--- src/rtl/reg_bank_issue_ctrl.sv ---
// Single-issue sequencer: accepts instruction words, reads the register bank,
// hands operands to the ALU and writes the result (or immediate) back.
module reg_bank_issue_ctrl #(
   parameter int CNT_W = 16
) (
   input  logic             clk,
   input  logic             rst,
   input  logic [31:0]      instr_in,
   input  logic             instr_valid,
   output logic             instr_ready,
   output logic [3:0]       source_1_sel,
   output logic [3:0]       source_2_sel,
   input  logic [31:0]      source_1,
   input  logic [31:0]      source_2,
   output logic [3:0]       destination,
   output logic [31:0]      LDR_mux,
   output logic             ldr_valid,
   output logic             alu_valid,
   input  logic             alu_ready,
   output logic [31:0]      alu_op_a,
   output logic [31:0]      alu_op_b,
   output logic [3:0]       alu_func,
   input  logic [31:0]      alu_result,
   output logic             busy,
   output logic             illegal_op,
   output logic [CNT_W-1:0] retired_count
);

   typedef enum logic [1:0] {
      ST_IDLE,
      ST_READ,
      ST_EXEC,
      ST_WB
   } state_t;

   localparam logic [3:0] OP_NOP = 4'h0;
   localparam logic [3:0] OP_ALU = 4'h1;
   localparam logic [3:0] OP_LDI = 4'h2;

   state_t             r_state;
   state_t             w_next_state;

   logic [3:0]         r_src1_sel;
   logic [3:0]         r_src2_sel;
   logic [3:0]         r_dest;
   logic [3:0]         r_func;
   logic [31:0]        r_wdata;
   logic [31:0]        r_op_a;
   logic [31:0]        r_op_b;
   logic               r_illegal;
   logic [CNT_W-1:0]   r_retired;

   logic [3:0]         w_opcode;
   logic [3:0]         w_dest;
   logic [3:0]         w_src1;
   logic [3:0]         w_src2;
   logic [15:0]        w_imm;

   assign w_opcode = instr_in[31:28];
   assign w_dest   = instr_in[27:24];
   assign w_src1   = instr_in[23:20];
   assign w_src2   = instr_in[19:16];
   assign w_imm    = instr_in[15:0];

   // NOTE: sequential state uses non-blocking assignments so every register
   // samples pre-edge values regardless of process ordering.
   always_ff @(posedge clk) begin
      if (rst) r_state <= ST_IDLE;
      else     r_state <= w_next_state;
   end

   // NOTE: the default first keeps this block purely combinational; a missing
   // branch would otherwise infer a latch.
   always_comb begin
      w_next_state = r_state;
      case (r_state)
         ST_IDLE: begin
            if (instr_valid) begin
               case (w_opcode)
                  OP_ALU:  w_next_state = ST_READ;
                  OP_LDI:  w_next_state = ST_WB;
                  default: w_next_state = ST_IDLE;
               endcase
            end
         end
         ST_READ: w_next_state = ST_EXEC;
         ST_EXEC: if (alu_ready) w_next_state = ST_WB;
         ST_WB:   w_next_state = ST_IDLE;
         default: w_next_state = ST_IDLE;
      endcase
   end

   always_ff @(posedge clk) begin
      if (rst) begin
         r_src1_sel <= '0;
         r_src2_sel <= '0;
         r_dest     <= '0;
         r_func     <= '0;
         r_wdata    <= '0;
         r_op_a     <= '0;
         r_op_b     <= '0;
         r_illegal  <= 1'b0;
         r_retired  <= '0;
      end else begin
         case (r_state)
            ST_IDLE: begin
               if (instr_valid) begin
                  case (w_opcode)
                     OP_NOP: r_retired <= r_retired + 1'b1;
                     OP_ALU: begin
                        r_src1_sel <= w_src1;
                        r_src2_sel <= w_src2;
                        r_dest     <= w_dest;
                        r_func     <= w_imm[3:0];
                     end
                     OP_LDI: begin
                        r_dest  <= w_dest;
                        r_wdata <= {16'h0000, w_imm};
                     end
                     default: r_illegal <= 1'b1;
                  endcase
               end
            end
            ST_READ: begin
               r_op_a <= source_1;
               r_op_b <= source_2;
            end
            ST_EXEC: if (alu_ready) r_wdata <= alu_result;
            ST_WB:   r_retired <= r_retired + 1'b1;
            default: ;
         endcase
      end
   end

   // Handshake strobes come straight from the state register.
   assign instr_ready   = (r_state == ST_IDLE);
   assign busy          = (r_state != ST_IDLE);
   assign alu_valid     = (r_state == ST_EXEC);
   assign ldr_valid     = (r_state == ST_WB);

   assign source_1_sel  = r_src1_sel;
   assign source_2_sel  = r_src2_sel;
   assign destination   = r_dest;
   assign LDR_mux       = r_wdata;
   assign alu_op_a      = r_op_a;
   assign alu_op_b      = r_op_b;
   assign alu_func      = r_func;
   assign illegal_op    = r_illegal;
   assign retired_count = r_retired;

endmodule

--- config.mk ---
export PLATFORM = sky130hd
export DESIGN_NAME = reg_bank_issue_ctrl
export DESIGN_NICKNAME = d
export VERILOG_FILES = /design/src/rtl/reg_bank_issue_ctrl.sv
export SDC_FILE = /design/constraint.sdc
export NUM_CORES = 1
export LEC_CHECK = 0
export ABC_AREA = 1
export CAP_MARGIN = 15
export CORE_ASPECT_RATIO = 0.75
export CORE_MARGIN = 2
export CORE_UTILIZATION = 42
export CTS_BUF_LIST = sky130_fd_sc_hd__clkbuf_8 sky130_fd_sc_hd__clkbuf_16
export DETAILED_ROUTE_END_ITERATION = 8
export DONT_BUFFER_PORTS = 1
export HOLD_SLACK_MARGIN = 0.1
export SLEW_MARGIN = 20
export SYNTH_ARGS = -nofsm -noshare
export SYNTH_HDL_FRONTEND = slang
export SYNTH_SLANG_ARGS = --single-unit
--- constraint.sdc ---
create_clock -name clk -period 2 [get_ports clk]
set_clock_uncertainty 0.15 [all_clocks]
set_input_delay 0.4 -clock clk [delete_from_list [all_inputs] [get_ports clk]]
set_output_delay 0.4 -clock clk [all_outputs]
set_load 0.02 [all_outputs]
==> results by group <==
Routing
  • Starting DRT DRC Count: 237
  • WL final: 15.8 mm
  • DRC violations left: 0
  • Routed Antenna Nets: 0
  • Drt first pass iters: 5
  • Post-DR wirelength/cell: 15.8 µm
  • DR vias/cell: 5.21
  • Vias: 5207

Clock tree
  • Clk slew on worst S/H paths: 0.06 ns
  • Clock buffer depth: 2
  • Total CTS buffers: 17
  • Root Buffer: clkbuf_16
  • Clock sink count: 131
  • Clk_lat worst skew: 0.41 ns
  • H-tree depth: 4
  • CTS tree: yes

Pwr
  • Worst IR Drop VDD: 0.661 mV
  • PD cells: 962 nW/µm²
  • Leak: 2.92 nW

Global routing
  • First-pass GRT wire length: 24.0 mm
  • Initial antenna violation count: 0
  • Vias in the first global route: 4907
  • Largest net degree at the start of global routing: 65
  • Grt total ovfl: 0
  • Gr usage total: 0.220

Synth
  • Netlist cell types: 24
  • Syn_nets: 870
  • Gate Count Post-Synth: 733
  • EDFF count, synth: 0
  • Largest cells by area after synthesis: dfxtp_1 (49%), nor2_1 (13%), o21ai_0 (7.5%)
  • Synth Register Bits: 131
  • Mapped Area: 5390 µm²
  • Syn_area_per_cell: 7.35 µm²
  • Ys async rst share: 0
  • Top_reg_cell synth: dfxtp_1
  • Cell taking the most area after synthesis: dfxtp_1
  • Synth warn: 0
  • Seq/Total Area, Yosys: 0.487
  • Synth top area share: 0.487

Worst setup path
  • Crit path cell chain: inv_1, ha_2, buf_4, buf_4
  • CP required: 1.45 ns
  • Crit end category: primary output
  • CP max-delay cell: dfxtp_2
  • CP max FO: 8
  • Largest stage delay, worst path: 0.34 ns
  • CP Class: register to primary output
  • Worst EP arrival: 1.37 ns
  • Crit-path most repeated cell: buf_4
  • Worst setup SP type: register

Finish
  • Layout cells sized above 1: 0.0791
  • Non-Filler Instances: 1000
  • Most common cell after layout, fill and taps aside: nor2_1
  • Finished Core Util: 0.580
  • Ant diodes: 0
  • Area Overhead vs Synth: 33.4%
  • Most frequent cells in the layout: nor2_1 (187), dfxtp_1 (129), dlygate4sd3_1 (99)
  • Nets: 958

Timing
  • Max transition margin: 0.637
  • RSZ-0062 raised after global routing: false
  • Fin crit share: 0.960
  • Final setup TNS: 0 ns
  • Measured slew at the worst slew-check pin: 0.544 ns
  • Tmin final: 1.92 ns
  • FMAX: 521 MHz
  • Final Hold Viols: 0
  • Hold slack: 0.117 ns
  • Final Setup Violations: 0
  • Slew Limit Fails: 0

Floorplanning
  • Chip height: 102 µm
  • Die area: 13800 µm²
  • Initial Util: 0.435
  • Chip width: 135 µm
  • Core box area: 12400 µm²
  • Core Rows: 35
  • Ports: 265

Run
  • Number of max-cap violations: 0

Placement
  • Final Wtd Congestion: 0.766
  • Dpl cells: 869
  • Detail Placement HPWL: 9.96 mm
  • Port Buf Inserts: 0

Min path
  • Hold Crit Class: input pin to register

Outcome
  • Status: completed
through the flow:
step	instance area, µm²	power [mW]	worst slack (ns)
after floorplan	5390	3.48	0.0241
after global placement	5590	3.60	0.176
after detailed placement	5590	3.62	0.0800
after CTS	7180	6.96	0.0118
after global routing	7190	7.21	0.00567
final	7190	6.92	0.0806
timing repair:
item | 4_1_cts | 5_1_grt
hold buffers | 99 | 0
setup buffers | 0 | 0
gates resized for setup | 1 | 3
setup endpoints to repair | 1 | 33
pin swaps | 0 | 0
hold endpoints to repair | 98 | 0
per-layer routing:
| metal | up-vias | GRT usage | routed length (µm) |
|---|---|---|---|
| li1 | 2559 | - | - |
| met1 | 2422 | 0.253 | 6490 |
| met2 | 204 | 0.377 | 7820 |
| met3 | 22 | 0.0779 | 1250 |
| met4 | 0 | 0.0874 | 244 |
| met5 | - | 0 | 0 |
path summary, 6_finish.rpt:
kind,slack [ns],from,cells past startpoint,endpoint
worst max-delay path,0.08,r_state[0],4,instr_ready
worst min-delay path,0.12,alu_result[2],4,LDR_mux[2]
worst max register to register,0.13,r_state[0],6,destination[1]
worst min register to register,0.36,r_state[1],2,r_state[1]
kinds of logic (layout without fill, tap and decap cells):
kind of cell | after synthesis | in the layout | synth area share
flops | 131 | 131 | 0.487
compound gates | 144 | 144 | 0.137
mux | 16 | 16 | 0.0297
buf+inv | 89 | 190 | 0.0713
simple gates | 348 | 348 | 0.263
fa+ha+maj | 5 | 5 | 0.0116
cell type report:
class	count	area, µm²
sequential	131	2630
clock inverter	14	166
timing repair buffer	118	1210
multi-input combinational	513	2390
clock buffer	18	439
inverter	40	154
tap	166	208
fill	1077	5200
power by group:
part | total [mW] | internal, mW | switching (mW)
sequential | 3.07 | 2.77 | 0.305
combinational | 0.672 | 0.294 | 0.378
clock | 3.17 | 1.91 | 1.26
synthesized netlist by cell type, types with 7 or more instances:
cell type / count
nand4_1: 11
dfxtp_1: 131
buf_2: 7
nor2_1: 187
inv_1: 37
o21ai_0: 81
clkbuf_1: 29
nand3_1: 49
a21oi_1: 60
mux2i_1: 16
buf_4: 11
nand2_1: 94
worst max-delay path: cells and delay by family, from the launching register on:
family,cells,cell delay (ns)
flip-flops,1,0.34
adder cells (fa/ha/maj),1,0.21
buffers and inverters,3,0.42
registers in the layout, indices dropped and copies added (netlist names):
signal         flops
alu_func           4
source_2_sel       4
retired_count     16
illegal_op         1
r_state            2
alu_op_a          32
alu_op_b          32
destination        4
LDR_mux           32
source_1_sel       4
(Power assumes the default switching activity.)
